$ cat src/rtl/lsu_seq_pkg.sv
// lsu_seq_pkg: shared constants for the load/store sequencer.
//   - Load funct3 codes (LD_LB/LH/LW/LBU/LHU) and the NO_LOAD marker.
//   - Store op codes (STORE_NONE/B/H/W).
//   - FSM state encoding (LSU_IDLE, LSU_ACCESS, LSU_RESP).
//   - has_op(): true when a request carries a load or a store.
package lsu_seq_pkg;

   localparam logic [2:0] LD_LB   = 3'd0;
   localparam logic [2:0] LD_LH   = 3'd1;
   localparam logic [2:0] LD_LW   = 3'd2;
   localparam logic [2:0] LD_LBU  = 3'd4;
   localparam logic [2:0] LD_LHU  = 3'd5;
   localparam logic [2:0] NO_LOAD = 3'd7;

   localparam logic [1:0] STORE_NONE = 2'd0;
   localparam logic [1:0] STORE_B    = 2'd1;
   localparam logic [1:0] STORE_H    = 2'd2;
   localparam logic [1:0] STORE_W    = 2'd3;

   typedef enum logic [1:0] {
      LSU_IDLE   = 2'd0,
      LSU_ACCESS = 2'd1,
      LSU_RESP   = 2'd2
   } lsu_state_t;

   function automatic logic has_op(input logic [2:0] ld, input logic [1:0] st);
      return (st != STORE_NONE) || (ld != NO_LOAD);
   endfunction

endpackage

$ cat src/rtl/lsu_seq_align.sv
// lsu_align: combinational lane steering for lsu_seq.
//   Inputs : loadops/storeops (op codes), offset (byte offset addr[1:0]),
//            wdata (store data in low bits), word (read word from memory).
//   Outputs: be (byte enables), wdata_lane (lane-replicated store data),
//            ld_data (aligned, sign/zero-extended load result; 0 when no
//            load), misaligned (only ever set when LSU_MISALIGN_TRAP_EN is
//            defined).
// Callers pass loadops = NO_LOAD when a store is present, so a store never
// produces load data.
module lsu_align
   import lsu_seq_pkg::*;
(
   input  logic [2:0]  loadops,
   input  logic [1:0]  storeops,
   input  logic [1:0]  offset,
   input  logic [31:0] wdata,
   input  logic [31:0] word,
   output logic [3:0]  be,
   output logic [31:0] wdata_lane,
   output logic [31:0] ld_data,
   output logic        misaligned
);

   logic [31:0] byte_shift;
   logic [31:0] half_shift;
   logic [7:0]  byte_sel;
   logic [15:0] half_sel;

   // Halfword accesses only look at addr[1]; addr[0] is ignored unless trapped.
   assign byte_shift = word >> {offset, 3'b000};
   assign half_shift = word >> {offset[1], 4'b0000};
   assign byte_sel   = byte_shift[7:0];
   assign half_sel   = half_shift[15:0];

   always_comb begin
      be         = 4'b1111;
      wdata_lane = wdata;
      case (storeops)
         STORE_B: begin
            be         = 4'b0001 << offset;
            wdata_lane = {4{wdata[7:0]}};
         end
         STORE_H: begin
            be         = offset[1] ? 4'b1100 : 4'b0011;
            wdata_lane = {2{wdata[15:0]}};
         end
         default: begin
            be         = 4'b1111;
            wdata_lane = wdata;
         end
      endcase
   end

   always_comb begin
      ld_data = 32'd0;
      case (loadops)
         LD_LB:   ld_data = {{24{byte_sel[7]}}, byte_sel};
         LD_LBU:  ld_data = {24'd0, byte_sel};
         LD_LH:   ld_data = {{16{half_sel[15]}}, half_sel};
         LD_LHU:  ld_data = {16'd0, half_sel};
         NO_LOAD: ld_data = 32'd0;
         default: ld_data = word;
      endcase
   end

`ifdef LSU_MISALIGN_TRAP_EN
   logic is_half;
   logic is_word;
   always_comb begin
      is_half = (storeops == STORE_H) ||
                ((storeops == STORE_NONE) && ((loadops == LD_LH) || (loadops == LD_LHU)));
      is_word = (storeops == STORE_W) ||
                ((storeops == STORE_NONE) && (loadops == LD_LW));
      misaligned = (is_half && offset[0]) || (is_word && (offset != 2'b00));
   end
`else
   assign misaligned = 1'b0;
`endif

endmodule

$ cat src/rtl/lsu_seq.sv
// lsu_seq: load/store sequencer between execute stage and data memory.
//   Parameter TIMEOUT_CYC (>=1): unacknowledged cycles before abort with err.
//   Core side : req_valid, loadops, storeops, addr, wdata in;
//               stall, done, rdata, err out.
//   Memory    : mem_req, mem_we, mem_be, mem_addr, mem_wdata out;
//               mem_ack, mem_rdata in.
//   Clock/reset: clk (rising edge), rst (synchronous, active high).
// Optional build macro LSU_MISALIGN_TRAP_EN: misaligned half/word accesses
// complete immediately with err=1 and never reach memory.
module lsu_seq
   import lsu_seq_pkg::*;
#(
   parameter int TIMEOUT_CYC = 255
)(
   input  logic        clk,
   input  logic        rst,
   input  logic        req_valid,
   input  logic [2:0]  loadops,
   input  logic [1:0]  storeops,
   input  logic [31:0] addr,
   input  logic [31:0] wdata,
   output logic        stall,
   output logic        done,
   output logic [31:0] rdata,
   output logic        err,
   output logic        mem_req,
   output logic        mem_we,
   output logic [3:0]  mem_be,
   output logic [31:0] mem_addr,
   output logic [31:0] mem_wdata,
   input  logic        mem_ack,
   input  logic [31:0] mem_rdata
);

   localparam int CW = $clog2(TIMEOUT_CYC + 1);

   lsu_state_t  state_q, state_d;
   logic [CW-1:0] cnt_q, cnt_d;
   logic [2:0]  ld_op_q, ld_op_d;
   logic [1:0]  off_q, off_d;
   logic        done_q, done_d;
   logic        err_q, err_d;
   logic [31:0] rdata_q, rdata_d;
   logic        mem_req_q, mem_req_d;
   logic        mem_we_q, mem_we_d;
   logic [3:0]  mem_be_q, mem_be_d;
   logic [31:0] mem_addr_q, mem_addr_d;
   logic [31:0] mem_wdata_q, mem_wdata_d;

   logic        in_idle;
   logic [2:0]  req_ld;
   logic        accept;
   logic        expire;
   logic [2:0]  al_ld;
   logic [1:0]  al_st;
   logic [1:0]  al_off;
   logic [3:0]  al_be;
   logic [31:0] al_wdata;
   logic [31:0] al_ld_data;
   logic        al_misaligned;

   assign in_idle = (state_q == LSU_IDLE);
   // A store suppresses any load presented alongside it.
   assign req_ld  = (storeops != STORE_NONE) ? NO_LOAD : loadops;
   assign accept  = in_idle && req_valid && has_op(loadops, storeops);
   // cnt_q counts unacknowledged cycles already spent; the current cycle is
   // the TIMEOUT_CYC-th when cnt_q reaches TIMEOUT_CYC-1.
   assign expire  = (cnt_q == CW'(TIMEOUT_CYC - 1));

   // In IDLE the aligner steers the incoming request; in ACCESS it extends
   // the returning word using the latched load op and offset.
   assign al_ld  = in_idle ? req_ld    : ld_op_q;
   assign al_st  = in_idle ? storeops  : STORE_NONE;
   assign al_off = in_idle ? addr[1:0] : off_q;

   lsu_align u_align (
      .loadops    (al_ld),
      .storeops   (al_st),
      .offset     (al_off),
      .wdata      (wdata),
      .word       (mem_rdata),
      .be         (al_be),
      .wdata_lane (al_wdata),
      .ld_data    (al_ld_data),
      .misaligned (al_misaligned)
   );

   always_comb begin
      state_d     = state_q;
      cnt_d       = cnt_q;
      ld_op_d     = ld_op_q;
      off_d       = off_q;
      done_d      = 1'b0;
      err_d       = 1'b0;
      rdata_d     = rdata_q;
      mem_req_d   = mem_req_q;
      mem_we_d    = mem_we_q;
      mem_be_d    = mem_be_q;
      mem_addr_d  = mem_addr_q;
      mem_wdata_d = mem_wdata_q;
      case (state_q)
         LSU_IDLE: begin
            if (accept) begin
               if (al_misaligned) begin
                  state_d = LSU_RESP;
                  done_d  = 1'b1;
                  err_d   = 1'b1;
                  rdata_d = 32'd0;
               end else begin
                  state_d     = LSU_ACCESS;
                  cnt_d       = '0;
                  ld_op_d     = req_ld;
                  off_d       = addr[1:0];
                  mem_req_d   = 1'b1;
                  mem_we_d    = (storeops != STORE_NONE);
                  mem_be_d    = al_be;
                  mem_addr_d  = {addr[31:2], 2'b00};
                  mem_wdata_d = al_wdata;
               end
            end
         end
         LSU_ACCESS: begin
            // Ack is checked first so it wins over a simultaneous expiry.
            if (mem_ack) begin
               state_d   = LSU_RESP;
               done_d    = 1'b1;
               rdata_d   = al_ld_data;
               mem_req_d = 1'b0;
               mem_we_d  = 1'b0;
            end else if (expire) begin
               state_d   = LSU_RESP;
               done_d    = 1'b1;
               err_d     = 1'b1;
               rdata_d   = 32'd0;
               mem_req_d = 1'b0;
               mem_we_d  = 1'b0;
            end else begin
               cnt_d = cnt_q + CW'(1);
            end
         end
         default: begin
            state_d = LSU_IDLE;
         end
      endcase
   end

   always_ff @(posedge clk) begin
      if (rst) begin
         state_q     <= LSU_IDLE;
         cnt_q       <= '0;
         ld_op_q     <= NO_LOAD;
         off_q       <= 2'd0;
         done_q      <= 1'b0;
         err_q       <= 1'b0;
         rdata_q     <= 32'd0;
         mem_req_q   <= 1'b0;
         mem_we_q    <= 1'b0;
         mem_be_q    <= 4'd0;
         mem_addr_q  <= 32'd0;
         mem_wdata_q <= 32'd0;
      end else begin
         state_q     <= state_d;
         cnt_q       <= cnt_d;
         ld_op_q     <= ld_op_d;
         off_q       <= off_d;
         done_q      <= done_d;
         err_q       <= err_d;
         rdata_q     <= rdata_d;
         mem_req_q   <= mem_req_d;
         mem_we_q    <= mem_we_d;
         mem_be_q    <= mem_be_d;
         mem_addr_q  <= mem_addr_d;
         mem_wdata_q <= mem_wdata_d;
      end
   end

   assign stall     = accept || (state_q == LSU_ACCESS);
   assign done      = done_q;
   assign err       = err_q;
   assign rdata     = rdata_q;
   assign mem_req   = mem_req_q;
   assign mem_we    = mem_we_q;
   assign mem_be    = mem_be_q;
   assign mem_addr  = mem_addr_q;
   assign mem_wdata = mem_wdata_q;

endmodule
$ cat config.mk
export PLATFORM = sky130hd
export DESIGN_NAME = lsu_seq
export DESIGN_NICKNAME = d
export VERILOG_FILES = /design/src/rtl/lsu_seq_pkg.sv /design/src/rtl/lsu_seq_align.sv /design/src/rtl/lsu_seq.sv
export SDC_FILE = /design/constraint.sdc
export NUM_CORES = 1
export LEC_CHECK = 0
export ABC_AREA = 1
export CAP_MARGIN = 0
export CORE_MARGIN = 4
export CORE_UTILIZATION = 32
export DETAILED_ROUTE_END_ITERATION = 6
export GPL_TIMING_DRIVEN = 0
export PLACE_DENSITY = 0.69
export SLEW_MARGIN = 20
export SYNTH_ARGS = -nofsm -noshare
export SYNTH_HDL_FRONTEND = slang
export SYNTH_SLANG_ARGS = --single-unit
$ cat constraint.sdc
create_clock -name clk -period 1.8 [get_ports clk]
set_input_delay 0.36 -clock clk [delete_from_list [all_inputs] [get_ports clk]]
set_output_delay 0.36 -clock clk [all_outputs]
set_load 0.02 [all_outputs]
==> results of run 1 <==
-- kinds of logic (layout without fill, tap and decap cells) --
| group | after synthesis | in the layout | share of synthesized area |
|---|---|---|---|
| AO/OA/AOI/OAI | 161 | 161 | 0.152 |
| XOR/XNOR | 1 | 1 | 0.00156 |
| adder cells (fa/ha/maj) | 4 | 4 | 0.00892 |
| buffers and inverters | 140 | 391 | 0.101 |
| flip-flops | 117 | 117 | 0.418 |
| other | 1 | 5 | 0.000669 |
| AND/OR/NAND/NOR | 443 | 443 | 0.318 |
-- cell type report --
class | count | area [sq um] | area share
Sequential cell | 117 | 2340 | 0.265
Timing Repair Buffer | 221 | 2180 | 0.246
Clock buffer | 20 | 447 | 0.0504
Multi-Input combinational cell | 611 | 2870 | 0.323
Clock inverter | 11 | 104 | 0.0117
Inverter | 93 | 354 | 0.0400
Antenna cell | 3 | 7.51 | 0.000847
Tap cell | 225 | 282 | 0.0318
Buffer | 46 | 275 | 0.0311
-- synth_stat cells, drive strengths merged --
library cell and instances:
a21oi 48, a31oi 25, a32oi 1, buf 16, clkbuf 31, clkinv 1
conb 1, dfxtp 117, ha 4, inv 92, nand2 278, nand3 17
nand3b 1, nand4 4, nor2 140, nor3 2, nor4 1, o211ai 3
o21ai 83, o21bai 1, xor2 1
-- state kept, by name (all words and copies together) (netlist names), 2 cells and up --
signal,count
ld_op_q,3
mem_be,4
state_q,2
cnt_q,8
mem_wdata,32
mem_addr,30
off_q,2
rdata,32
-- worst register-to-register path, stage by stage (launching register included) --
cell,delay [ns]
sky130_fd_sc_hd__dfxtp_2,0.34
sky130_fd_sc_hd__nor2_4,0.22
sky130_fd_sc_hd__buf_6,0.15
sky130_fd_sc_hd__nand3_1,0.07
sky130_fd_sc_hd__nand2_2,0.08
sky130_fd_sc_hd__buf_6,0.11
sky130_fd_sc_hd__nand3_1,0.08
sky130_fd_sc_hd__nor2_1,0.14
sky130_fd_sc_hd__nor2_2,0.06
sky130_fd_sc_hd__nand2_4,0.13
sky130_fd_sc_hd__buf_6,0.13
sky130_fd_sc_hd__nand2_1,0.05
sky130_fd_sc_hd__a21oi_1,0.12
-- worst paths after layout --
kind               from    endpoint  depth (start not counted)
max          loadops[0]       stall                          6
min reg2reg    cnt_q[4]    cnt_q[4]                          2
min          loadops[2]  ld_op_q[2]                          3
max reg2reg  state_q[1]   rdata[31]                         12
-- power by group --
group	total (mW)	internal [mW]	switching [mW]
clock network	3.17	1.93	1.25
logic	1.99	0.885	1.11
registers	2.87	2.78	0.0940
-- repair_timing --
item	in CTS	in global routing
setup buffers	10	4
pin swaps	10	10
endpoints found under the setup margin	89	64
gates resized for setup	51	48
gates cloned	0	1
-- cell usage in the layout, fill, tap and decap left out, types with 5 or more instances in the layout --
cell and count:
sky130_fd_sc_hd__a21oi_2 6, sky130_fd_sc_hd__nor2_2 9, sky130_fd_sc_hd__clkdlybuf4s50_1 200, sky130_fd_sc_hd__nand3_1 15
sky130_fd_sc_hd__nand2_2 14, sky130_fd_sc_hd__clkbuf_1 21, sky130_fd_sc_hd__nand2_4 6, sky130_fd_sc_hd__o21ai_0 78
sky130_fd_sc_hd__nand2_1 257, sky130_fd_sc_hd__buf_6 9, sky130_fd_sc_hd__clkbuf_2 7, sky130_fd_sc_hd__clkbuf_16 17
sky130_fd_sc_hd__dfxtp_1 115, sky130_fd_sc_hd__clkbuf_4 6, sky130_fd_sc_hd__inv_1 87, sky130_fd_sc_hd__nor2_4 7
sky130_fd_sc_hd__clkinvlp_4 5, sky130_fd_sc_hd__nor2_1 124, sky130_fd_sc_hd__buf_4 16, sky130_fd_sc_hd__a21oi_1 42
sky130_fd_sc_hd__a31oi_1 25
-- metal layers --
| layer | up-vias | share of wire |
|---|---|---|
| met5 | - | 0 |
| met4 | 0 | 0.029 |
| met3 | 40 | 0.055 |
| met2 | 185 | 0.48 |
| met1 | 2701 | 0.44 |
| li1 | 3200 | - |
==> impl_summary.log, run 1 <==
[metrics] result of the run: completed
[metrics] initial drt markers: 319
[metrics] cell repeated most along the worst path: sky130_fd_sc_hd__buf_6
[metrics] met1 layer usage reported by global route: 0.244
[metrics] RSZ-0062 raised after global routing: yes
[metrics] sequence of cells on the critical path: clkdlybuf4s50_1, nand4_1, nand3_4, buf_6, nand2_2, buf_6
[metrics] horizontal extent of the die: between 100 and 150 um
[metrics] setup slack of the most critical reg-to-reg path: 0.04 ns
[metrics] initial antenna violation count: 3
[metrics] Syn-to-layout area delta: 58.0%
[metrics] DRC errors left: 0
[metrics] Design Area, Final: ~9000 sq um
[metrics] dominant delay contributor by cell family on the critical path: buffers and inverters
[metrics] number of hold-slack violations in the final timing report: 0
[metrics] minimum setup slack in the final design: ~0.028 ns
[metrics] average size of a mapped cell: 6.47 sq um
[metrics] biggest area consumer among synthesized cells: sky130_fd_sc_hd__dfxtp_1
[metrics] most used routing layer in global routing: met2
[metrics] Worst EP arrival: approximately 1.4 ns
[metrics] WL/cell: 14.4 um
[metrics] Power Total: between 8 and 9 mW
[metrics] # nets final: 1216
[metrics] global routing met3 resource utilization: 0.0492
[metrics] CTS Hold Bufs: 0
[metrics] remaining antenna violation count after routing: 0
[metrics] maximum fanout along the worst path: 2
[metrics] Yosys cell types: 30
[metrics] number of fill cells: 1712
[metrics] Critical path buffers and inverters: 3
[metrics] CTS buffer count: 17
[metrics] sequential cell area fraction in the yosys report: 0.418
[metrics] clock latency on the worst-skew pair: 0.42 ns
[metrics] met2 Usage GRT: 0.313
[metrics] placer congestion estimate: between 0.8 and 0.9
[metrics] clock input transition at the sequential cells of the worst setup and hold paths: 0.05 ns
[metrics] IO Count: 210
[metrics] detail-routed via count per cell: 4.55
[metrics] crit path max-delay cell type: sky130_fd_sc_hd__clkdlybuf4s50_1
[metrics] classification of the worst-slack hold path: in2reg
[metrics] VDD IR max: between 0.0006 and 0.0007 V
[metrics] effective utilization at floorplan: 0.325
[metrics] placeable core region: 17200 sq um
[metrics] worst slew slack as a fraction of its limit: 0.655
[metrics] leakage: 3.88 nW
[metrics] CTS tree: yes
[metrics] startpoint-to-endpoint class of the critical path: in2out
[metrics] biggest area contributors in the synthesized netlist: sky130_fd_sc_hd__dfxtp_1 42%, sky130_fd_sc_hd__nand2_1 18%, sky130_fd_sc_hd__nor2_1 9.1%
[metrics] worst-case hold slack: a little under 0.4 ns
[metrics] Num Clock Sinks: 117
[metrics] FP Rows: 48
[metrics] worst clock skew on the final layout: 0.0141 ns
[metrics] dpl cell area: between 7000 and 8000 sq um
[metrics] Final Routed Wirelength: 19400 um
[metrics] Port Buffer Count: between 200 and 250
[metrics] count of placed standard cells including taps: 1299
[metrics] Layout Cells excl Fill: 1347
[metrics] max-cap violations: 0
[metrics] maximum achievable frequency: 564 MHz
[metrics] first-pass GRT wire length: 30400 um
[metrics] Setup-failing EPs final: 0
[metrics] fin util: 0.514
[metrics] Syn. warnings: 0
[metrics] Yosys reg bits: 117
[metrics] Least-Margin Pin Slew: 0.517 ns
[metrics] startpoint class of the critical path: input port
[metrics] all-layer global routing usage: 0.193
[metrics] Data required, critical path: 1.44 ns
[metrics] 1st-pass router iterations: 5
[metrics] Root Buffer Master: sky130_fd_sc_hd__clkbuf_16
[metrics] die height: between 100 and 150 um
[metrics] proportion of layout cells with a drive suffix above 1: 0.114
[metrics] maximum number of pins on one net before global-route repair: 17
[metrics] final cycle utilization of the critical path: 0.985
[metrics] Netlist Area Pre-Place: 5610 sq um
[metrics] vias in the first global route: 5774
[metrics] half-perimeter wire length after placement: 14600 um
[metrics] CP endpoint kind: output port
[metrics] total count of max-transition violations in the final report: 0
[metrics] gate count after technology mapping: just under 900
[metrics] depth of the CTS H-tree: 4
[metrics] number of vias after detailed routing: about 6000
[metrics] total power per unit cell area: 907 nW/um^2
[metrics] Max clock buf depth: 2
[metrics] accumulated negative setup slack: 0 ns
[metrics] top cell type's share of synthesized area: 0.418
[metrics] overall overflow remaining after global route: 0
[metrics] setup slack at placement: -1.04 ns
[metrics] Die Footprint: 19700 sq um
[metrics] Worst path max stage delay: 0.48 ns
[metrics] Final min period: roughly 1.8 ns
Note: power is estimated with default switching activity, not from simulation.
==> run 2, diff against run 1 <==
--- a/config.mk
+++ b/config.mk
@@ -7,11 +7,10 @@
 export LEC_CHECK = 0
 export ABC_AREA = 1
 export CAP_MARGIN = 0
-export CORE_MARGIN = 4
+export CORE_MARGIN = 8
 export CORE_UTILIZATION = 32
 export DETAILED_ROUTE_END_ITERATION = 6
 export GPL_TIMING_DRIVEN = 0
-export PLACE_DENSITY = 0.69
 export SLEW_MARGIN = 20
 export SYNTH_ARGS = -nofsm -noshare
 export SYNTH_HDL_FRONTEND = slang
==> run 2 against run 1 <==
Compared with the run above:
- cell count is essentially flat
- final area grew 2.2%
- clock-buffer cell count shrank 2
- hold slack lost 0.075 ns
- core utilization grew 1.1 points
- critical path type is now reg2out
==> impl_summary.log, run 2 (synthesis results as in run 1) <==
[metrics] startpoint class of the critical path: flop (was input port)
[metrics] power share of the clock group: 0.429 (was 0.395)
[metrics] detail-routed via count per cell: 4.56 (was 4.55)
[metrics] Least-Margin Pin Slew: 0.545 ns (was 0.517 ns)
[metrics] clock input transition at the sequential cells of the worst setup and hold paths: 0.05 ns (about the same)
[metrics] remaining antenna violation count after routing: 0 (unchanged)
[metrics] minimum setup slack in the final design: 0.0267 ns (was 0.0277 ns)
[metrics] initial antenna violation count: 1 (was 3)
[metrics] FP Rows: 48 (unchanged)
[metrics] result of the run: completed (unchanged)
[metrics] final cycle utilization of the critical path: 0.985 (about the same)
[metrics] setup slack at placement: -0.997 ns (was -1.04 ns)
[metrics] CP endpoint kind: output port (unchanged)
[metrics] initial drt markers: 348 (was 319)
[metrics] launch point of the worst hold path: loadops[1] (was loadops[2])
[metrics] Worst R2R Start: state_q[1] (unchanged)
[metrics] Final Routed Wirelength: 20800 um (was 19400 um)
[metrics] half-perimeter wire length after placement: 15800 um (was 14600 um)
[metrics] Worst EP arrival: 1.41 ns (about the same)
[metrics] die height: 148 um (was 140 um)
[metrics] depth of the CTS H-tree: 4 (unchanged)
[metrics] most frequent cells in the layout: 253 x sky130_fd_sc_hd__nand2_1, 197 x sky130_fd_sc_hd__clkdlybuf4s50_1, 126 x sky130_fd_sc_hd__nor2_1, 115 x sky130_fd_sc_hd__dfxtp_1, 86 x sky130_fd_sc_hd__inv_1 (was 257 x sky130_fd_sc_hd__nand2_1, 200 x sky130_fd_sc_hd__clkdlybuf4s50_1, 124 x sky130_fd_sc_hd__nor2_1, 115 x sky130_fd_sc_hd__dfxtp_1, 87 x sky130_fd_sc_hd__inv_1)
[metrics] fin util: 0.525 (was 0.514)
[metrics] 1st-pass router iterations: 4 (was 5)
[metrics] Data required, critical path: 1.44 ns (about the same)
[metrics] worst clock skew on the final layout: 0.0147 ns (was 0.0141 ns)
[metrics] # nets final: 1217 (was 1216)
[metrics] placer congestion estimate: 0.905 (was 0.894)
[metrics] power share of the sequential group: 0.333 (was 0.357)
[metrics] CTS tree: yes (unchanged)
[metrics] most frequent standard cell in the layout excluding fill and tap cells: sky130_fd_sc_hd__nand2_1 (unchanged)
[metrics] switching power total: 2.48 mW (was 2.45 mW)
[metrics] startpoint-to-endpoint class of the critical path: reg2out (was in2out)
[metrics] all-layer global routing usage: 0.187 (was 0.193)
[metrics] number of cells on the worst hold path: 3 (unchanged)
[metrics] proportion of layout cells with a drive suffix above 1: 0.124 (was 0.114)
[metrics] WL/cell: 15.4 um (was 14.4 um)
[metrics] worst reg2reg path depth: 12 (unchanged)
[metrics] max-cap violations: 0 (unchanged)
[metrics] Setup-failing EPs final: 0 (unchanged)
[metrics] Syn-to-layout area delta: 61.5% (was 58.0%)
[metrics] number of vias after detailed routing: 6138 (was 6126)
[metrics] setup slack of the most critical reg-to-reg path: 0.08 ns (was 0.04 ns)
[metrics] Port Buffer Count: 206 (unchanged)
[metrics] maximum number of pins on one net before global-route repair: 17 (unchanged)
[metrics] capture point of the worst reg-to-reg path: rdata[28] (was rdata[31])
[metrics] VDD IR max: 0.000718 V (was 0.000686 V)
[metrics] overall overflow remaining after global route: 0 (unchanged)
[metrics] placeable core region: 17200 sq um (unchanged)
[metrics] Root Buffer Master: sky130_fd_sc_hd__clkbuf_16 (unchanged)
[metrics] clock latency on the worst-skew pair: 0.43 ns (was 0.42 ns)
[metrics] Num Clock Sinks: 117 (unchanged)
[metrics] maximum fanout along the worst path: 7 (was 2)
[metrics] Final min period: 1.77 ns (about the same)
[metrics] worst slew slack as a fraction of its limit: 0.637 (was 0.655)
[metrics] Sw Share: 0.288 (was 0.305)
[metrics] first-pass GRT wire length: 32100 um (was 30400 um)
[metrics] maximum achievable frequency: 564 MHz (about the same)
[metrics] total count of max-transition violations in the final report: 0 (unchanged)
[metrics] horizontal extent of the die: 148 um (was 140 um)
[metrics] DRC errors left: 0 (unchanged)
[metrics] Max clock buf depth: 2 (unchanged)
[metrics] RSZ-0062 raised after global routing: yes (unchanged)
[metrics] cell-internal power: 6.14 mW (was 5.59 mW)
[metrics] Layout Cells excl Fill: 1346 (was 1347)
[metrics] leakage: 4.03 nW (was 3.88 nW)
[metrics] count of placed standard cells including taps: 1299 (unchanged)
[metrics] CTS buffer count: 17 (unchanged)
[metrics] vias in the first global route: 5958 (was 5774)
[metrics] IO Count: 210 (unchanged)
[metrics] effective utilization at floorplan: 0.325 (unchanged)
[metrics] number of hold-slack violations in the final timing report: 0 (unchanged)
[metrics] Die Footprint: 22000 sq um (was 19700 sq um)
[metrics] ANT cells: 0 (was 3)
[metrics] end point of the most critical hold path: ld_op_q[1] (was ld_op_q[2])
[metrics] classification of the worst-slack hold path: in2reg (unchanged)
[metrics] Comb power frac: 0.238 (was 0.248)
[metrics] total power per unit cell area: 952 nW/um^2 (was 907 nW/um^2)
-- run 2: cell types whose count changed in the layout (fill, tap and decap cells not counted), moves of 3 or more --
cell and change:
sky130_fd_sc_hd__clkdlybuf4s50_1 -3, sky130_fd_sc_hd__nand3_1 -4, sky130_fd_sc_hd__nand2_1 -4, sky130_fd_sc_hd__clkinv_2 +3, sky130_fd_sc_hd__nand3_2 +4, sky130_fd_sc_hd__o21ai_0 -3, sky130_fd_sc_hd__dlymetal6s2s_1 +5, sky130_fd_sc_hd__bufinv_16 +4
sky130_fd_sc_hd__diode_2 -3, sky130_fd_sc_hd__clkinvlp_4 -3
-- run 2: critical path, cell delays in order (launching register included) --
cell,delay [ns]
sky130_fd_sc_hd__dfxtp_4,0.36
sky130_fd_sc_hd__nor2_4,0.12
sky130_fd_sc_hd__buf_12,0.14
sky130_fd_sc_hd__nand3_4,0.08
sky130_fd_sc_hd__buf_6,0.14
sky130_fd_sc_hd__nand2_4,0.05
sky130_fd_sc_hd__buf_6,0.12
-- run 2: timing repair --
item	CTS	global route
endpoints found under the setup margin	103	79
hold buffers	0	0
gates cloned	0	2
pin swaps	5	17
resized for setup	37	87
buffers inserted	4	10
-- run 2: worst max path at each step --
stage	startpoint	to	cells after the start
floorplan	state_q[0]	mem_wdata[27]	12
global placement	storeops[0]	stall	7
detailed placement	storeops[0]	stall	7
CTS	loadops[1]	stall	6
global route	state_q[1]	stall	6
finish	state_q[1]	stall	6
-- run 2: per-layer routing --
layer	track usage	vias up	wire length [um]
met1	0.220	2753	8830
met4	0.0729	2	461
li1	-	3207	-
met3	0.0568	25	1160
met5	0	-	16
met2	0.315	151	10300
-- run 2: power by group through the flow --
stage	clock network, mW	registers, mW	logic [mW]
2_1_floorplan	0	3.12	0.789
3_3_place_gp	0	2.92	1.84
3_5_place_dp	0	2.92	1.84
4_1_cts	3.76	2.87	1.90
5_1_grt	3.86	2.89	2.24
6_report	3.70	2.87	2.05
-- run 2: through the flow --
step | hold WS, ns | power [mW] | TNS (ns) | instance area (sq um)
after floorplan | 0.421 | 3.91 | 0 | 5610
after global placement | 0.430 | 4.76 | -54.60 | 7960
after detailed placement | 0.437 | 4.76 | -55.72 | 7960
after CTS | 0.444 | 8.53 | -0.0625 | 8700
after global routing | 0.325 | 9.00 | -0.0373 | 9050
final | 0.317 | 8.62 | 0 | 9050
-- run 2: area by class of cell --
type	instances	area (sq um)
Buffer	46	285
Clock buffer	18	429
Clock inverter	14	208
Fill cell	1736	8180
Inverter	93	354
Multi-Input combinational cell	611	2910
Sequential cell	117	2350
Tap cell	225	282
Timing Repair Buffer	222	2240
